File: src/rtl/dmem_arbiter_pkg.sv
// Shared types and constants for the two-port data-memory arbiter.
package dmem_arb_pkg;

   typedef enum logic [1:0] {
      IDLE   = 2'd0,
      ACCESS = 2'd1,
      RESP   = 2'd2
   } state_e;

   localparam logic PORT_A = 1'b0;
   localparam logic PORT_B = 1'b1;

   localparam logic MODE_RR    = 1'b0;
   localparam logic MODE_FIXED = 1'b1;

endpackage

File: src/rtl/dmem_arbiter_if.sv
// Bundle of both requester ports plus the shared single-port memory bus.
interface dmem_arbiter_if #(
   parameter int ADDR_W = 32,
   parameter int DATA_W = 32
);
   logic              a_valid;
   logic              a_write;
   logic [ADDR_W-1:0] a_addr;
   logic [DATA_W-1:0] a_wdata;
   logic              a_ready;
   logic              a_resp;
   logic [DATA_W-1:0] a_rdata;

   logic              b_valid;
   logic              b_write;
   logic [ADDR_W-1:0] b_addr;
   logic [DATA_W-1:0] b_wdata;
   logic              b_ready;
   logic              b_resp;
   logic [DATA_W-1:0] b_rdata;

   logic [ADDR_W-1:0] mem_address;
   logic [DATA_W-1:0] mem_writeData;
   logic              mem_memWrite;
   logic              mem_memRead;
   logic [DATA_W-1:0] mem_readData;

   // The arbiter side: serves both requesters and owns the memory bus.
   modport slave (
      input  a_valid, a_write, a_addr, a_wdata,
      output a_ready, a_resp, a_rdata,
      input  b_valid, b_write, b_addr, b_wdata,
      output b_ready, b_resp, b_rdata,
      output mem_address, mem_writeData, mem_memWrite, mem_memRead,
      input  mem_readData
   );

   modport master (
      output a_valid, a_write, a_addr, a_wdata,
      input  a_ready, a_resp, a_rdata,
      output b_valid, b_write, b_addr, b_wdata,
      input  b_ready, b_resp, b_rdata,
      input  mem_address, mem_writeData, mem_memWrite, mem_memRead,
      output mem_readData
   );
endinterface

File: src/rtl/dmem_arbiter_rr_arb2.sv
// Two-requester arbiter: round-robin on the last-grant pointer, or fixed priority to port A.
module rr_arb2
   import dmem_arb_pkg::*;
(
   input  logic [1:0] req_i,
   input  logic       last_i,
   input  logic       mode_i,
   output logic [1:0] gnt_o
);

   always_comb begin
      gnt_o = 2'b00;
      case (req_i)
         2'b01: gnt_o = 2'b01;
         2'b10: gnt_o = 2'b10;
         2'b11: begin
            if (mode_i == MODE_FIXED || last_i == PORT_B) gnt_o = 2'b01;
            else                                          gnt_o = 2'b10;
         end
         default: gnt_o = 2'b00;
      endcase
   end

endmodule

File: src/rtl/dmem_arbiter.sv
// Arbitrates CPU (a) and DMA/debug (b) requests onto one single-port data memory.
// Define DMEM_ARB_FIXED_PRIO_EN to give port a fixed priority instead of round-robin.
module dmem_arbiter
   import dmem_arb_pkg::*;
#(
   parameter int ADDR_W = 32,
   parameter int DATA_W = 32
) (
   input  logic          CLK,
   input  logic          RST_N,
   dmem_arbiter_if.slave bus
);

`ifdef DMEM_ARB_FIXED_PRIO_EN
   localparam logic ARB_MODE = MODE_FIXED;
`else
   localparam logic ARB_MODE = MODE_RR;
`endif

   state_e            state_q, state_d;
   logic              winner_q, winner_d;
   logic              wr_q, wr_d;
   logic [ADDR_W-1:0] addr_q, addr_d;
   logic [DATA_W-1:0] wdata_q, wdata_d;
   logic              last_q, last_d;
   logic [DATA_W-1:0] a_rdata_q, a_rdata_d;
   logic [DATA_W-1:0] b_rdata_q, b_rdata_d;

   logic [1:0] req;
   logic [1:0] gnt;
   logic       accept;

   assign req = {bus.b_valid, bus.a_valid};

   rr_arb2 u_arb (
      .req_i  (req),
      .last_i (last_q),
      .mode_i (ARB_MODE),
      .gnt_o  (gnt)
   );

   // Gating on RST_N keeps ready low for the whole reset window, not just after the first edge.
   assign accept = (state_q == IDLE) && RST_N && (gnt != 2'b00);

   // NOTE: sequential state uses non-blocking assignments so every register samples pre-edge values.
   always_ff @(posedge CLK) begin
      if (!RST_N) state_q <= IDLE;
      else        state_q <= state_d;
   end

   always_comb begin
      state_d = state_q;
      case (state_q)
         IDLE:    if (accept) state_d = ACCESS;
         ACCESS:  state_d = RESP;
         RESP:    state_d = IDLE;
         default: state_d = IDLE;
      endcase
   end

   always_comb begin
      // NOTE: every output gets a default first so no path through the block infers a latch.
      bus.a_ready       = accept && gnt[PORT_A];
      bus.b_ready       = accept && gnt[PORT_B];
      bus.mem_address   = addr_q;
      bus.mem_writeData = wdata_q;
      bus.mem_memWrite  = (state_q == ACCESS) && wr_q;
      bus.mem_memRead   = (state_q == ACCESS) && !wr_q;
      bus.a_resp        = (state_q == RESP) && RST_N && (winner_q == PORT_A);
      bus.b_resp        = (state_q == RESP) && RST_N && (winner_q == PORT_B);
      bus.a_rdata       = a_rdata_q;
      bus.b_rdata       = b_rdata_q;
   end

   always_comb begin
      winner_d  = winner_q;
      wr_d      = wr_q;
      addr_d    = addr_q;
      wdata_d   = wdata_q;
      last_d    = last_q;
      a_rdata_d = a_rdata_q;
      b_rdata_d = b_rdata_q;
      if (accept) begin
         winner_d = gnt[PORT_B] ? PORT_B : PORT_A;
         wr_d     = gnt[PORT_B] ? bus.b_write : bus.a_write;
         addr_d   = gnt[PORT_B] ? bus.b_addr  : bus.a_addr;
         wdata_d  = gnt[PORT_B] ? bus.b_wdata : bus.a_wdata;
         last_d   = winner_d;
      end
      // Read data is sampled on the edge that closes the memory access cycle.
      if (state_q == ACCESS && !wr_q) begin
         if (winner_q == PORT_A) a_rdata_d = bus.mem_readData;
         else                    b_rdata_d = bus.mem_readData;
      end
   end

   // NOTE: the read-data holding registers are reset explicitly; they are visible outputs, not scratch storage.
   always_ff @(posedge CLK) begin
      if (!RST_N) begin
         winner_q  <= PORT_A;
         wr_q      <= 1'b0;
         addr_q    <= '0;
         wdata_q   <= '0;
         last_q    <= PORT_B;
         a_rdata_q <= '0;
         b_rdata_q <= '0;
      end else begin
         winner_q  <= winner_d;
         wr_q      <= wr_d;
         addr_q    <= addr_d;
         wdata_q   <= wdata_d;
         last_q    <= last_d;
         a_rdata_q <= a_rdata_d;
         b_rdata_q <= b_rdata_d;
      end
   end

endmodule

File: src/flat_wrapper.sv
// flat-port wrapper written by rule: the top's interface ports become plain ports
module dmem_arbiter_flat import dmem_arb_pkg::*;
#(
   parameter int ADDR_W = 32,
   parameter int DATA_W = 32
)
  (CLK, RST_N, bus_a_valid, bus_a_write, bus_a_addr, bus_a_wdata, bus_a_ready, bus_a_resp, bus_a_rdata, bus_b_valid, bus_b_write, bus_b_addr, bus_b_wdata, bus_b_ready, bus_b_resp, bus_b_rdata, bus_mem_address, bus_mem_writeData, bus_mem_memWrite, bus_mem_memRead, bus_mem_readData);
  dmem_arbiter_if #(.ADDR_W(ADDR_W), .DATA_W(DATA_W)) bus_i ();
  input  logic CLK;
  input  logic RST_N;
  input wire logic [$bits(bus_i.a_valid)-1:0] bus_a_valid;
  input wire logic [$bits(bus_i.a_write)-1:0] bus_a_write;
  input wire logic [$bits(bus_i.a_addr)-1:0] bus_a_addr;
  input wire logic [$bits(bus_i.a_wdata)-1:0] bus_a_wdata;
  output wire logic [$bits(bus_i.a_ready)-1:0] bus_a_ready;
  output wire logic [$bits(bus_i.a_resp)-1:0] bus_a_resp;
  output wire logic [$bits(bus_i.a_rdata)-1:0] bus_a_rdata;
  input wire logic [$bits(bus_i.b_valid)-1:0] bus_b_valid;
  input wire logic [$bits(bus_i.b_write)-1:0] bus_b_write;
  input wire logic [$bits(bus_i.b_addr)-1:0] bus_b_addr;
  input wire logic [$bits(bus_i.b_wdata)-1:0] bus_b_wdata;
  output wire logic [$bits(bus_i.b_ready)-1:0] bus_b_ready;
  output wire logic [$bits(bus_i.b_resp)-1:0] bus_b_resp;
  output wire logic [$bits(bus_i.b_rdata)-1:0] bus_b_rdata;
  output wire logic [$bits(bus_i.mem_address)-1:0] bus_mem_address;
  output wire logic [$bits(bus_i.mem_writeData)-1:0] bus_mem_writeData;
  output wire logic [$bits(bus_i.mem_memWrite)-1:0] bus_mem_memWrite;
  output wire logic [$bits(bus_i.mem_memRead)-1:0] bus_mem_memRead;
  input wire logic [$bits(bus_i.mem_readData)-1:0] bus_mem_readData;
  assign bus_i.a_valid = bus_a_valid;
  assign bus_i.a_write = bus_a_write;
  assign bus_i.a_addr = bus_a_addr;
  assign bus_i.a_wdata = bus_a_wdata;
  assign bus_a_ready = bus_i.a_ready;
  assign bus_a_resp = bus_i.a_resp;
  assign bus_a_rdata = bus_i.a_rdata;
  assign bus_i.b_valid = bus_b_valid;
  assign bus_i.b_write = bus_b_write;
  assign bus_i.b_addr = bus_b_addr;
  assign bus_i.b_wdata = bus_b_wdata;
  assign bus_b_ready = bus_i.b_ready;
  assign bus_b_resp = bus_i.b_resp;
  assign bus_b_rdata = bus_i.b_rdata;
  assign bus_mem_address = bus_i.mem_address;
  assign bus_mem_writeData = bus_i.mem_writeData;
  assign bus_mem_memWrite = bus_i.mem_memWrite;
  assign bus_mem_memRead = bus_i.mem_memRead;
  assign bus_i.mem_readData = bus_mem_readData;
  dmem_arbiter #(.ADDR_W(ADDR_W), .DATA_W(DATA_W)) u_core (.CLK(CLK), .RST_N(RST_N), .bus(bus_i));
endmodule
File: config.mk
export PLATFORM = sky130hd
export DESIGN_NAME = dmem_arbiter_flat
export DESIGN_NICKNAME = d
export VERILOG_FILES = /design/src/rtl/dmem_arbiter_pkg.sv /design/src/rtl/dmem_arbiter_if.sv /design/src/rtl/dmem_arbiter_rr_arb2.sv /design/src/rtl/dmem_arbiter.sv /design/src/flat_wrapper.sv
export SDC_FILE = /design/constraint.sdc
export NUM_CORES = 1
export LEC_CHECK = 0
export ABC_AREA = 1
export BUFFER_PORTS_ARGS = -buffer_cell sky130_fd_sc_hd__buf_2
export CAP_MARGIN = 20
export CORE_MARGIN = 2
export CORE_UTILIZATION = 45
export CTS_CLUSTER_DIAMETER = 40
export CTS_CLUSTER_SIZE = 20
export DETAILED_ROUTE_END_ITERATION = 12
export PLACE_DENSITY = 0.79
export RECOVER_POWER = 100
export SYNTH_ARGS = -nofsm -noshare
export SYNTH_HDL_FRONTEND = slang
export SYNTH_SLANG_ARGS = --single-unit
File: constraint.sdc
create_clock -name CLK -period 1.8 [get_ports CLK]
set_input_delay 0.27 -clock CLK [delete_from_list [all_inputs] [get_ports CLK]]
set_output_delay 0.27 -clock CLK [all_outputs]
set_load 0.005 [all_outputs]
==> impl_summary.txt <==
----------------------------------------------------
[Pwr]
  Leakage component of the power ... 0.00374 uW
  Clock network fraction of total power ... 45.4%
  Tot Pwr ... 8220 uW
  Max IR drop VDD ... 0.000434 V
  Net switching fraction of the power ... 25.7%
  Cell area power density ... 1040 mW/mm^2
  Switching pwr ... 2110 uW
  Relative contribution of combinational cells to total power ... 14.6%
  Register share of total power ... 40.0%
  Internal power ... 6110 uW

[Clocking]
  Longest Clk Path Bufs ... 2
  Clock Sinks ... 133
  Clock slew seen by the registers of the worst setup and hold paths ... 0.06 ns
  Cts bufs inserted ... 17
  Number of levels in the clock H-tree ... 4
  Buffer cell driving the clock tree root ... sky130_fd_sc_hd__clkbuf_16
  TritonCTS clock tree ... yes
  Worst-Skew Late Latency ... 0.41 ns

[Worst hold path]
  Hold-critical path endpoint ... u_core.bus.mem_address[13]
  Number of cells on the worst hold path ... 3
  Beginning of the worst hold path ... bus_b_addr[13]
  Type of the worst min-delay path ... in2reg

[Critical path]
  Cell at the slowest stage of the critical path ... sky130_fd_sc_hd__dfxtp_1
  End of the worst register-to-register path ... u_core.bus.mem_writeData[16]
  Number of buffers and inverters on the critical path ... 2
  Crit path kind ... reg2out
  Critical Path Sink Type ... primary output
  Startpoint types ... flop
  Dominant delay contributor by cell family on the critical path ... flip-flops
  Worst Reg2Reg Path Length in Cells ... 9
  Largest driver fanout on the critical path ... 4
  Biggest cell delay along the critical path ... 0.34 ns
  Reg2Reg Setup Slack ... 0.17 ns
  Worst path required time ... 1.53 ns
  Series of cell instances along the critical path ... nor2_2, nand3_4, buf_12, a211oi_1, buf_2
  CP arrival ... 1.47 ns
  Startpoint of the lowest-slack register-to-register path ... u_core.state_q[1]

[STA]
  Final-report setup violation count ... 0
  Hold violation count in the final report ... 0
  Relative slew slack ... 58.8%
  RSZ-0062 raised after global routing ... no
  Skew final ... 0.00902 ns
  Total count of max-transition violations in the final report ... 0
  Final sum of negative setup slack ... 0 ns
  Clock period minus worst slack ... 1.74 ns
  Max Clk Rate ... 0.575 GHz
  Slew at the pin with the worst max-slew slack ... 0.617 ns
  Final Cycle Share ... 96.7%

[Outcome]
  Status ... finished clean

[Synthesis]
  Per-instance average area after synthesis ... 6.59 sq um
  Part of the Yosys area used for sequential elements ... 46.7%
  Largest area contributor in the netlist ... sky130_fd_sc_hd__dfxtp_1
  Synth unique cells ... 17
  Post-synthesis instance area ... 0.00570 sq mm
  Cell types with the largest area share after synthesis ... sky130_fd_sc_hd__dfxtp_1 47%, sky130_fd_sc_hd__nor2_1 22%, sky130_fd_sc_hd__nand2_1 8.8%, sky130_fd_sc_hd__a21oi_1 5.9%, sky130_fd_sc_hd__o21ai_0 5.6%
  Number of nets produced by synthesis ... 1,031
  Fraction of synthesized cell area taken by the top area cell type ... 46.7%
  Count of yosys warnings during synthesis ... 0
  Number of synthesized register bits ... 133
  Number of standard cells after synthesis ... 865

[Die]
  DIE HEIGHT ... 117 um
  Num ports ... 300
  Core box area ... 0.0125 sq mm
  Placement Rows ... 41
  Initial core utilization ... 45.7%
  Die Footprint ... 0.0136 sq mm
  Overall die width ... 117 um

[GRT]
  Global Route Usage Sum ... 24.9%
  Via count of the first global-routing pass ... 5,390
  Wire length of the first global-routing pass ... 26,200 um
  Antenna violations before repair ... 0
  Maximum number of pins on one net before global-route repair ... 66
  Global-route congestion overflow total ... 0

[Final layout]
  Area growth from synthesis to final layout ... 38.4%
  Summed area of non-filler cells in the final layout ... 0.00789 sq mm
  Number of fillers in the final layout ... 1,251
  Number of nets in the finished design ... 1,319
  Top library cells by usage in the layout, fill and taps aside ... 327 x sky130_fd_sc_hd__nor2_1, 196 x sky130_fd_sc_hd__buf_2, 133 x sky130_fd_sc_hd__nand2_1, 133 x sky130_fd_sc_hd__dfxtp_1, 103 x sky130_fd_sc_hd__clkbuf_1
  Count of inserted antenna diode cells ... 0
  Commonest non-fill, non-tap cell in the layout ... sky130_fd_sc_hd__nor2_1
  Fraction of final layout cells with drive strength greater than 1 ... 22.4%

[Routing]
  Average wire per cell in the routed design ... 13.1 um
  Post-route DRC ... 0
  Average vias per placed instance ... 4.65
  Number of nets with antenna violations after routing ... 0
  Starting DRC count in detailed routing ... 427
  Post-detailed-routing wire length ... 17,600 um
  Total via count after detailed routing ... 6,226
  Detailed-routing iteration count for the pre-antenna-repair pass ... 5

[Placement]
  Total cell area at the placement stage ... 0.00736 sq mm
  Final HPWL DP ... 12,300 um
  Buffers on Ports ... 299
  Routability congestion estimate ... 0.821

[Flow run]
  Number of max-cap violations ... 0

----------------------------------------------------
-- tightest hold or removal path: stages --
cell                     delay [ns]
sky130_fd_sc_hd__buf_2         0.07
sky130_fd_sc_hd__nor2_1        0.03
sky130_fd_sc_hd__nor2_1        0.08
-- sequential cells by signal, summed over array words and instances (netlist names) --
| signal | flops |
|---|---|
| u_core.bus.b_rdata | 32 |
| u_core.bus.mem_writeData | 32 |
| u_core.wr_q | 1 |
| u_core.bus.a_rdata | 32 |
| u_core.bus.mem_address | 32 |
| u_core.winner_q | 1 |
| u_core.last_q | 1 |
| u_core.state_q | 2 |
-- metrics by stage --
stage / setup slack (ns) / hold WS (ns) / utilization [%] / std cells
3_5_place_dp: 0.261 / 0.466 / 59.0 / 1303
5_1_grt: 0.000456 / 0.0658 / 63.3 / 1338
4_1_cts: 0.0303 / 0.0570 / 64.8 / 1338
6_report: 0.0595 / 0.0770 / 63.3 / 1338
3_3_place_gp: 0.317 / 0.456 / 59.0 / 1303
2_1_floorplan: 0.451 / 0.405 / - / 865
-- how the worst max path moves through the flow --
stage	to	slack, ns	cells past startpoint	from
global placement	u_core.bus.mem_address[28]	0.32	10	bus_a_valid
global route	bus_a_ready	0.0005	5	u_core.state_q[0]
finish	bus_a_ready	0.06	5	u_core.state_q[1]
detailed placement	u_core.bus.mem_address[28]	0.26	10	bus_a_valid
floorplan	bus_a_ready	0.45	5	u_core.state_q[1]
CTS	bus_b_ready	0.03	6	u_core.state_q[1]
-- power by group through the flow --
stage                     registers [uW]  clock network (uW)  logic [uW]
after floorplan                     3370                   0         631
after global placement              3340                   0        1220
after detailed placement            3350                   0        1240
after CTS                           3290                3780        1290
after global routing                3310                3930        1370
final                               3290                3730        1200
-- logic make-up (layout without fill, tap and decap cells) --
| logic type | count (synthesis) | after routing | synth area share, % |
|---|---|---|---|
| compound gates | 133 | 133 | 11.8 |
| buf+inv | 132 | 433 | 10.5 |
| flops | 133 | 133 | 46.7 |
| simple gates | 467 | 467 | 31.0 |
-- synthesized netlist by cell type --
cell type                  count
sky130_fd_sc_hd__nor2_1      328
sky130_fd_sc_hd__dfxtp_1     133
sky130_fd_sc_hd__nand2_1     133
sky130_fd_sc_hd__inv_1        75
sky130_fd_sc_hd__a21oi_1      67
sky130_fd_sc_hd__o21ai_0      64
sky130_fd_sc_hd__clkbuf_1     26
sky130_fd_sc_hd__buf_2        17
sky130_fd_sc_hd__buf_6        10
sky130_fd_sc_hd__inv_2         3
sky130_fd_sc_hd__nand3_1       3
sky130_fd_sc_hd__a211oi_1      1
sky130_fd_sc_hd__buf_4         1
sky130_fd_sc_hd__nand2_2       1
sky130_fd_sc_hd__nand3_2       1
sky130_fd_sc_hd__nor2_2        1
sky130_fd_sc_hd__o211ai_1      1
-- what timing repair did --
action	CTS	global route
cloned	2	0
pin swaps	1	0
endpoints found under the hold margin	0	0
buffers inserted	1	0
endpoints found under the setup margin	2	1
resized for setup	1	1
hold buffers	0	0
-- layer usage --
metal	track usage (%)	share of wire, %	up-vias
met1	27.7	38	2727
li1	-	-	3202
met4	11.5	2.3	0
met2	42.7	49	268
met3	8.67	9.9	29
met5	0	0	-
-- layout make-up --
type | count | area, sq um | area share, %
clock buffer | 20 | 467 | 5.92
multi-input combinational | 600 | 2450 | 31.1
inverter | 78 | 293 | 3.71
sequential | 133 | 2660 | 33.8
timing repair buffer | 323 | 1620 | 20.5
clock inverter | 12 | 176 | 2.24
tap | 172 | 215 | 2.73
(Power assumes the default switching activity.)
